**config.mk**
```make
export PLATFORM = sky130hd
export DESIGN_NAME = data_mem_responder_flat
export DESIGN_NICKNAME = d
export VERILOG_FILES = /design/src/rtl/data_mem_responder_if.sv /design/src/rtl/data_mem_responder.sv /design/src/flat_wrapper.sv
export SDC_FILE = /design/constraint.sdc
export NUM_CORES = 2
export LEC_CHECK = 0
export BUFFER_PORTS_ARGS = -buffer_cell sky130_fd_sc_hd__buf_4
export CORE_MARGIN = 2
export CORE_UTILIZATION = 39
export DETAILED_ROUTE_END_ITERATION = 10
export PLACE_DENSITY = 0.59
export SLEW_MARGIN = 15
export SYNTH_ARGS = -nofsm -noshare
export SYNTH_HDL_FRONTEND = slang
export SYNTH_SLANG_ARGS = --single-unit
```
**constraint.sdc**
```tcl
create_clock -name Clock -period 6.6 [get_ports Clock]
set_clock_uncertainty 0.05 [all_clocks]
set_input_delay 1.32 -clock Clock [delete_from_list [all_inputs] [get_ports Clock]]
set_output_delay 1.32 -clock Clock [all_outputs]
set_load 0.05 [all_outputs]
```
**src/rtl/data_mem_responder_if.sv**
```systemverilog
// Processor data-port bus: address, store data, load/store strobes, load data, waitreq.
// Master is the processor; slave is the memory responder.
interface data_mem_responder_if #(
  parameter int unsigned WORD_SIZE = 16
);
  logic [WORD_SIZE-1:0] DataAddr;
  logic [WORD_SIZE-1:0] DataOut;
  logic [WORD_SIZE-1:0] DataIn;
  logic                 ReadData;
  logic                 WriteData;
  logic                 DataWaitreq;

  modport master (
    output DataAddr, DataOut, ReadData, WriteData,
    input  DataIn, DataWaitreq
  );

  modport slave (
    input  DataAddr, DataOut, ReadData, WriteData,
    output DataIn, DataWaitreq
  );
endinterface

```
**src/rtl/data_mem_responder.sv**
```systemverilog
// Data-port responder: RAM plus LED/switch MMIO, one access per LATENCY+1 cycles, sticky error.
// Waitreq is raised combinationally on a request and held LATENCY cycles; completion is the ACK cycle.
module data_mem_responder #(
  parameter int unsigned          WORD_SIZE  = 16,
  parameter int unsigned          ADDR_DEPTH = 256,
  parameter int unsigned          LATENCY    = 2,
  parameter logic [WORD_SIZE-1:0] MMIO_BASE  = 16'hF000
) (
  input  logic                 Clock,
  input  logic                 Reset,
  data_mem_responder_if.slave  dbus,
  input  logic [WORD_SIZE-1:0] SwitchIn,
  output logic [WORD_SIZE-1:0] LedOut,
  output logic                 ErrFlag
);
  localparam int unsigned          AW      = (ADDR_DEPTH > 1) ? $clog2(ADDR_DEPTH) : 1;
  localparam logic [WORD_SIZE-1:0] DEPTH_W = WORD_SIZE'(ADDR_DEPTH);
  localparam logic [WORD_SIZE-1:0] SW_ADDR = MMIO_BASE + WORD_SIZE'(1);
  localparam logic [3:0]           CNT_INIT = 4'(LATENCY - 1);

  localparam logic [1:0] IDLE = 2'd0;
  localparam logic [1:0] WAIT = 2'd1;
  localparam logic [1:0] ACK  = 2'd2;

  logic [1:0]           state;
  logic [3:0]           cnt;
  logic [WORD_SIZE-1:0] cap_addr;
  logic [WORD_SIZE-1:0] cap_data;
  logic                 cap_rd;
  logic                 cap_wr;
  logic [WORD_SIZE-1:0] rdata;
  logic [WORD_SIZE-1:0] ram [ADDR_DEPTH];

  logic                 req;
  logic                 enter_ack;
  logic [WORD_SIZE-1:0] eff_addr;
  logic [WORD_SIZE-1:0] eff_data;
  logic                 eff_rd;
  logic                 eff_wr;
  logic [AW-1:0]        idx;
  logic                 is_ram;
  logic                 is_led;
  logic                 is_sw;
  logic                 bad;
  logic                 err_hit;
  logic [WORD_SIZE-1:0] load_val;

  assign req = dbus.ReadData | dbus.WriteData;

  // With LATENCY==1 capture and commit share one edge, so commit reads the live bus.
  assign eff_addr = (state == IDLE) ? dbus.DataAddr  : cap_addr;
  assign eff_data = (state == IDLE) ? dbus.DataOut   : cap_data;
  assign eff_rd   = (state == IDLE) ? dbus.ReadData  : cap_rd;
  assign eff_wr   = (state == IDLE) ? dbus.WriteData : cap_wr;

  assign enter_ack = !Reset && req &&
                     (((state == IDLE) && (LATENCY == 1)) ||
                      ((state == WAIT) && (cnt == 4'd1)));

  assign idx     = eff_addr[AW-1:0];
  assign is_ram  = eff_addr < DEPTH_W;
  assign is_led  = eff_addr == MMIO_BASE;
  assign is_sw   = eff_addr == SW_ADDR;
  assign bad     = eff_rd & eff_wr;
  assign err_hit = bad | !(is_ram | is_led | is_sw);

  always_comb begin
    load_val = '0;
    if (!bad) begin
      if (is_ram)      load_val = ram[idx];
      else if (is_led) load_val = LedOut;
      else if (is_sw)  load_val = SwitchIn;
    end
  end

  // RAM has no reset so contents survive Reset.
  always_ff @(posedge Clock) begin
    if (enter_ack && eff_wr && !eff_rd && is_ram) ram[idx] <= eff_data;
  end

  always_ff @(posedge Clock) begin
    if (Reset) begin
      state    <= IDLE;
      cnt      <= 4'd0;
      cap_addr <= '0;
      cap_data <= '0;
      cap_rd   <= 1'b0;
      cap_wr   <= 1'b0;
      rdata    <= '0;
      LedOut   <= '0;
      ErrFlag  <= 1'b0;
    end else begin
      case (state)
        IDLE: if (req) begin
          cap_addr <= dbus.DataAddr;
          cap_data <= dbus.DataOut;
          cap_rd   <= dbus.ReadData;
          cap_wr   <= dbus.WriteData;
          cnt      <= CNT_INIT;
          state    <= (LATENCY == 1) ? ACK : WAIT;
        end
        WAIT: begin
          if (!req)             state <= IDLE;
          else if (cnt == 4'd1) state <= ACK;
          else                  cnt   <= cnt - 4'd1;
        end
        ACK:     state <= IDLE;
        default: state <= IDLE;
      endcase

      if (enter_ack) begin
        if (eff_rd && !eff_wr)           rdata   <= load_val;
        if (eff_wr && !eff_rd && is_led) LedOut  <= eff_data;
        if (err_hit)                     ErrFlag <= 1'b1;
      end
    end
  end

  assign dbus.DataWaitreq = !Reset && (((state == IDLE) && req) || (state == WAIT));
  assign dbus.DataIn      = ((state == ACK) && cap_rd && !cap_wr) ? rdata : '0;
endmodule

```
**src/flat_wrapper.sv**
```systemverilog
// flat-port wrapper written by rule: the top's interface ports become plain ports
module data_mem_responder_flat 
#(
  parameter int unsigned          WORD_SIZE  = 16,
  parameter int unsigned          ADDR_DEPTH = 256,
  parameter int unsigned          LATENCY    = 2,
  parameter logic [WORD_SIZE-1:0] MMIO_BASE  = 16'hF000
)
  (Clock, Reset, SwitchIn, LedOut, ErrFlag, dbus_DataAddr, dbus_DataOut, dbus_ReadData, dbus_WriteData, dbus_DataIn, dbus_DataWaitreq);
  data_mem_responder_if #(.WORD_SIZE(WORD_SIZE)) dbus_i ();
  input  logic Clock;
  input  logic Reset;
  input  logic [WORD_SIZE-1:0] SwitchIn;
  output logic [WORD_SIZE-1:0] LedOut;
  output logic ErrFlag;
  input wire logic [$bits(dbus_i.DataAddr)-1:0] dbus_DataAddr;
  input wire logic [$bits(dbus_i.DataOut)-1:0] dbus_DataOut;
  input wire logic [$bits(dbus_i.ReadData)-1:0] dbus_ReadData;
  input wire logic [$bits(dbus_i.WriteData)-1:0] dbus_WriteData;
  output wire logic [$bits(dbus_i.DataIn)-1:0] dbus_DataIn;
  output wire logic [$bits(dbus_i.DataWaitreq)-1:0] dbus_DataWaitreq;
  assign dbus_i.DataAddr = dbus_DataAddr;
  assign dbus_i.DataOut = dbus_DataOut;
  assign dbus_i.ReadData = dbus_ReadData;
  assign dbus_i.WriteData = dbus_WriteData;
  assign dbus_DataIn = dbus_i.DataIn;
  assign dbus_DataWaitreq = dbus_i.DataWaitreq;
  data_mem_responder #(.WORD_SIZE(WORD_SIZE), .ADDR_DEPTH(ADDR_DEPTH), .LATENCY(LATENCY), .MMIO_BASE(MMIO_BASE)) u_core (.Clock(Clock), .Reset(Reset), .dbus(dbus_i), .SwitchIn(SwitchIn), .LedOut(LedOut), .ErrFlag(ErrFlag));
endmodule
```
# ---- Yosys cells after proc, flatten, opt, wreduce, memory -nomap -nowiden
# Memories as Yosys holds them, arrays and structs flattened.
# Index checks and enable logic that the tools add are counted.
dict set report totals {
  ff_bits 73
  latchBits 0
  ramBits 4096
  romBits 0
  output_inout_bits 34
  mem_count 1
}
# memory words width rd rd_clocked_by_memory_dff wr line_no
set memory_table {}
lappend memory_table {u_core.ram 256 16 1 0 1 data_mem_responder.sv:32} ;# logic [WORD_SIZE-1:0] ram [ADDR_DEPTH];
dict set report op_classes {
  addsub 1
  n_mul 0
  div 0
  order_cmp 1
  eq_ne 9
  shift 0
  mux 19
  n_bitwise 5
  reduce_logical 27
}
# operator count
set op_table {}
lappend op_table {{$mux W16} 7}
lappend op_table {{$eq A16 B16 Y1 const B} 2}
lappend op_table {{$lt A16 B9 Y1 const B} 1}
lappend op_table {{$logic_and A1 B1 Y1} 13}
lappend op_table {{$mux W4} 3}
lappend op_table {{$reduce_and A2 Y1} 5}
lappend op_table {{$pmux W4 S2} 1}
lappend op_table {{$mux W2} 3}
lappend op_table {{$logic_not A1 Y1} 5}
lappend op_table {{$eq A4 B1 Y1 const B} 1}
lappend op_table {{$mux W1} 4}
lappend op_table {{$ne A2 B1 Y1 const B} 2}
lappend op_table {{$or A1 B1 Y1} 4}
lappend op_table {{$pmux W2 S2} 1}
lappend op_table {{$reduce_and A4 Y1} 1}
lappend op_table {{$sub A4 B1 Y4 const B} 1}
lappend op_table {{$ne A3 B3 Y1 const B} 1}
lappend op_table {{$eq A2 B1 Y1 const B} 1}
lappend op_table {{$eq A2 B2 Y1 const B} 1}
lappend op_table {{$logic_not A2 Y1} 1}
lappend op_table {{$ne A2 B2 Y1 const B} 1}
lappend op_table {{$reduce_bool A2 Y1} 1}
lappend op_table {{$and A1 B1 Y1} 1}
lappend op_table {{$logic_or A1 B1 Y1} 1}

# ---- Longest topological paths before layout
dict set report logic_depth {
  ltp_word 8
  mapped_depth 14
}

# ---- Least setup slack after synthesis
# OpenSTA, ideal clock, no wires.
dict set report synth_timing {
  path_type {reg2reg}
  start {reg u_core.state[1]}
  end {mem u_core.ram[0][0] (data pin)}
  setup_ns 0.822
  arrival_ns 4.860
  t_required_ns 5.728
  path_slack_ns 0.869
  stages_incl_launch_ff 9
  n_path_buf 5
  synth_period_minus_slack_ns 5.731
  cell_sequence {dfxtp_1 > nor2_2 > buf_4 > buf_2 > buf_2 > buf_1 > clkbuf_1 > nand2_1 > nand2_1}
}
dict set report synth_between {
  elab_chain_cells 2
}
# item line_no
set synth_rtl {}
lappend synth_rtl {{from (decl)} data_mem_responder.sv:25} ;# logic [1:0] state;
lappend synth_rtl {{from (signal assigned)} data_mem_responder.sv:100} ;# state <= (LATENCY == 1) ? ACK : WAIT;
lappend synth_rtl {{$logic_not A2 Y1} data_mem_responder.sv:52} ;# assign eff_data = (state == IDLE) ? dbus.DataOut : cap_data;
lappend synth_rtl {{$mux W16} data_mem_responder.sv:52}
lappend synth_rtl {{named net u_core.eff_data[0]} data_mem_responder.sv:37} ;# logic [WORD_SIZE-1:0] eff_data;
lappend synth_rtl {{to (decl)} data_mem_responder.sv:32}
# The timed path passes the listed nets, and every way through them passes these cells.

# ---- Final worst setup path
dict set report layout_timing {
  start {reg u_core.state[1]}
  end {reg u_core.rdata[8]}
}
dict set report layout_between {
  elab_chain_cells 7
  word_cells_on_any_way 19
  classes_between {order compare: 1; eq/ne: 3; mux: 7; bitwise: 1; reduce/logical: 6; memory: 1}
}
# item line_no
set layout_rtl {}
lappend layout_rtl {{parallel branches: the longest is 7 deep, another holds $mem_v2 Z256 W16} --}
lappend layout_rtl {{to (signal assigned)} data_mem_responder.sv:112} ;# if (eff_rd && !eff_wr) rdata <= load_val;
lappend layout_rtl {{to (decl)} data_mem_responder.sv:31} ;# logic [WORD_SIZE-1:0] rdata;
# Several ways; the timed one is not identified.
# A chain may end at the register's enable or synchronous reset.

==> out/metrics.cfg <==
[status]
status = complete, no violations

[clock_tree]
cts_buffers = 410
cts_max_path_buffers = 4
clk_latency_ps = 1010
cts.sink_count = 4169
post-cts-setup-buffer-count = 0
cts_root_buffer = clkbuf_16
htreeDepth = 5
tritoncts = yes
cts_resized = 0
path_clk_slew_ps = 60
cts_hold_buf = 0

[route]
route.detailed.drc = 0
drt_iter0_drc = 14177
via_per_inst = 6.22
first_pass_iters = 6
vias = 92634
drt_wl_total_mm = 472
ant_nets = 0
avgRoutedWirePerCell_um = 31.7

[grt]
grt_pass1_vias = 88642
antenna_found_initial = 18
gr-total-overflow = 0
grt_pass1_wl_mm = 663
grt_usage = 0.232
grt_max_degree = 189

[synth]
syn_nets = 8971
synth-simple-area-share = 0.0175
synth_edf_count = 4096
synth_area_sq_mm = 0.152
synth_ff_type = edfxtp_1
synth_compound_area_frac = 0.142
yosysWarnings = 0
synth_xor_xnor_area_share = 0.000115
ys_seq_elements = 4169
syn_avg_cell_area_sq_um = 17.0
syn_inst = 8917
synth_mux_area_frac = 0.000264
async_flop_share = 0
synth-seq-area-share = 0.820
synth.distinct_cells = 59
synth_top_family_by_area = compound AO/OA/AOI/OAI gates
synth_adder_area_share = 0.000165

[critical_path]
start_kind = flip-flop
critPathKind = flip-flop to flip-flop
timing.critical_path.buf_inv = 3
worstPathArrival_ps = 7380
max_stage_delay_ps = 1010
cpMaxStageDelayCell = o41ai_1
worst_setup_path_end_kind = flip-flop
cp_data_required_time_ps = 7500
path_cells = nor2_4 > o31a_2 > buf_12 > buf_12 > o22ai_1 > o21ai_0 > a41oi_1 > o41ai_1 > buf_4 > nand3_1 > o22ai_1 > a22o_1
cp_max_fo = 65
cp_top_family = compound AO/OA/AOI/OAI gates

[cells_and_area]
drive_gt1_frac = 0.142
syn_to_final_growth_pct = 15.3
layout_common_cells = edfxtp_1, o22ai_1, o21ai_0
finish.utilization = 0.451
final_common_cell = edfxtp_1
layout.nets = 9397
finalNonFillerCells = 14884

[floorplan]
initial_core_util = 0.391
core_area_sq_mm = 0.388
fp-row-count = 229
io_pins = 86
dieArea_sq_mm = 0.394
die_y_um = 628
die_w_um = 628

[min_path]
worstHoldPathType = flip-flop to flip-flop

[placed_design]
dp_slack_ps = 34.9
place_hpwl_mm = 270
dp_cells = 14127
routabilityCongestion = 0.896
port_buffers = 85

[sta]
rsz0062_at_grt = false
slew_viol_final = 0
layout_setup_ws_ps = 123
max_slew.worst_pin.slew_ps = 1350
hold_violations = 0
finalCritPeriodShare = 0.981
slew_headroom = 0.0995
clock.fmax_mhz = 154
period_needed_ps = 6480
fin_tns_setup_ps = 0
finalSetupViolations = 0

[power_and_ir_drop]
ir_worst_vdd_mv = 0.242
pwr_density_cell_mw_per_mm2 = 332
p_leak_nw = 52.8

[job]
cap_violations = 0

==> area by class of cell <==
cell class                      instances  area [sq um]
Antenna cell                            7          17.5
Clock buffer                          500         10700
Clock inverter                        249          2580
Fill cell                           33018        213000
Inverter                                5          18.8
Multi-Input combinational cell       4096         24900
Sequential cell                      4169        124000
Tap cell                             5197          6500
Timing Repair Buffer                  661          5860
==> logic make-up (layout without fill, tap and decap cells) <==
logic type | count (synthesis) | in the layout
AOI/OAI and AO/OA | 3477 | 3477
xor gates and xnor gates | 2 | 2
adders and majority gates | 2 | 2
buffers and inverters | 652 | 1415
DFF | 4169 | 4169
muxes | 3 | 3
other | 0 | 7
and+or+nand+nor | 612 | 612
==> per-layer routing <==
| metal | wire length [um] | track usage |
|---|---|---|
| met1 | 183000 | 0.318 |
| met5 | 55 | 0 |
| met3 | 48700 | 0.0427 |
| met4 | 22800 | 0.0999 |
| met2 | 218000 | 0.363 |
==> worst paths after layout <==
path / start / to / slack (ps) / depth (start not counted)
setup / recovery: u_core.state[1] / u_core.rdata[8] / 120 / 12
setup reg to reg: u_core.state[1] / u_core.rdata[8] / 120 / 12
hold / removal: u_core.rdata[9] / u_core.rdata[9] / 390 / 2
hold reg to reg: u_core.rdata[9] / u_core.rdata[9] / 390 / 2
==> state kept, by name, summed over array words and instances (netlist names), 2 cells and up <==
name / count
u_core.ram: 4096
u_core.LedOut: 16
u_core.cap_addr: 16
u_core.cap_data: 16
u_core.rdata: 16
u_core.cnt: 4
u_core.state: 2
==> synth_stat cells, types with 5 or more instances <==
library cell,number,area (sq um)
nand2_1,172,646
o21a_1,9,67.6
clkbuf_1,243,912
nand3_1,49,245
a21oi_1,37,185
a221oi_1,74,648
o21ai_1,120,601
nor3_1,8,40.0
buf_1,75,282
o41ai_1,34,298
a41oi_1,235,2060
nand4_1,19,119
edfxtp_1,4096,123000
nand2b_1,8,50.1
inv_1,5,18.8
a22oi_1,5,37.5
dfxtp_1,73,1460
nor2_1,289,1080
buf_4,38,285
o21ai_0,903,4520
nand3b_1,5,37.5
and2_1,17,106
o22ai_1,1954,12200
o31ai_1,7,52.6
nor3b_1,5,37.5
nor4_1,20,125
buf_2,288,1440
a22o_1,68,596
==> power by group <==
part | internal [mW] | switching, mW
clock | 13.3 | 9.98
combinational | 1.20 | 3.94
sequential | 29.7 | 0.0239
==> tightest hold or removal path: cells and delay by family, from the launching register on <==
kind / cells / cell delay (ps)
AND/OR/NAND/NOR: 1 / 50
flip-flops: 1 / 320
AO/OA/AOI/OAI: 1 / 50
==> per-stage QoR <==
stage          total power, mW  area [sq um]  hold slack, ps
6_report                  58.1        175000             394
4_1_cts                   58.2        175000             396
2_1_floorplan             33.1        152000             367
3_3_place_gp              35.2        162000             380
5_1_grt                   59.5        175000             412
3_5_place_dp              35.3        162000             381
(Power assumes the default switching activity.)
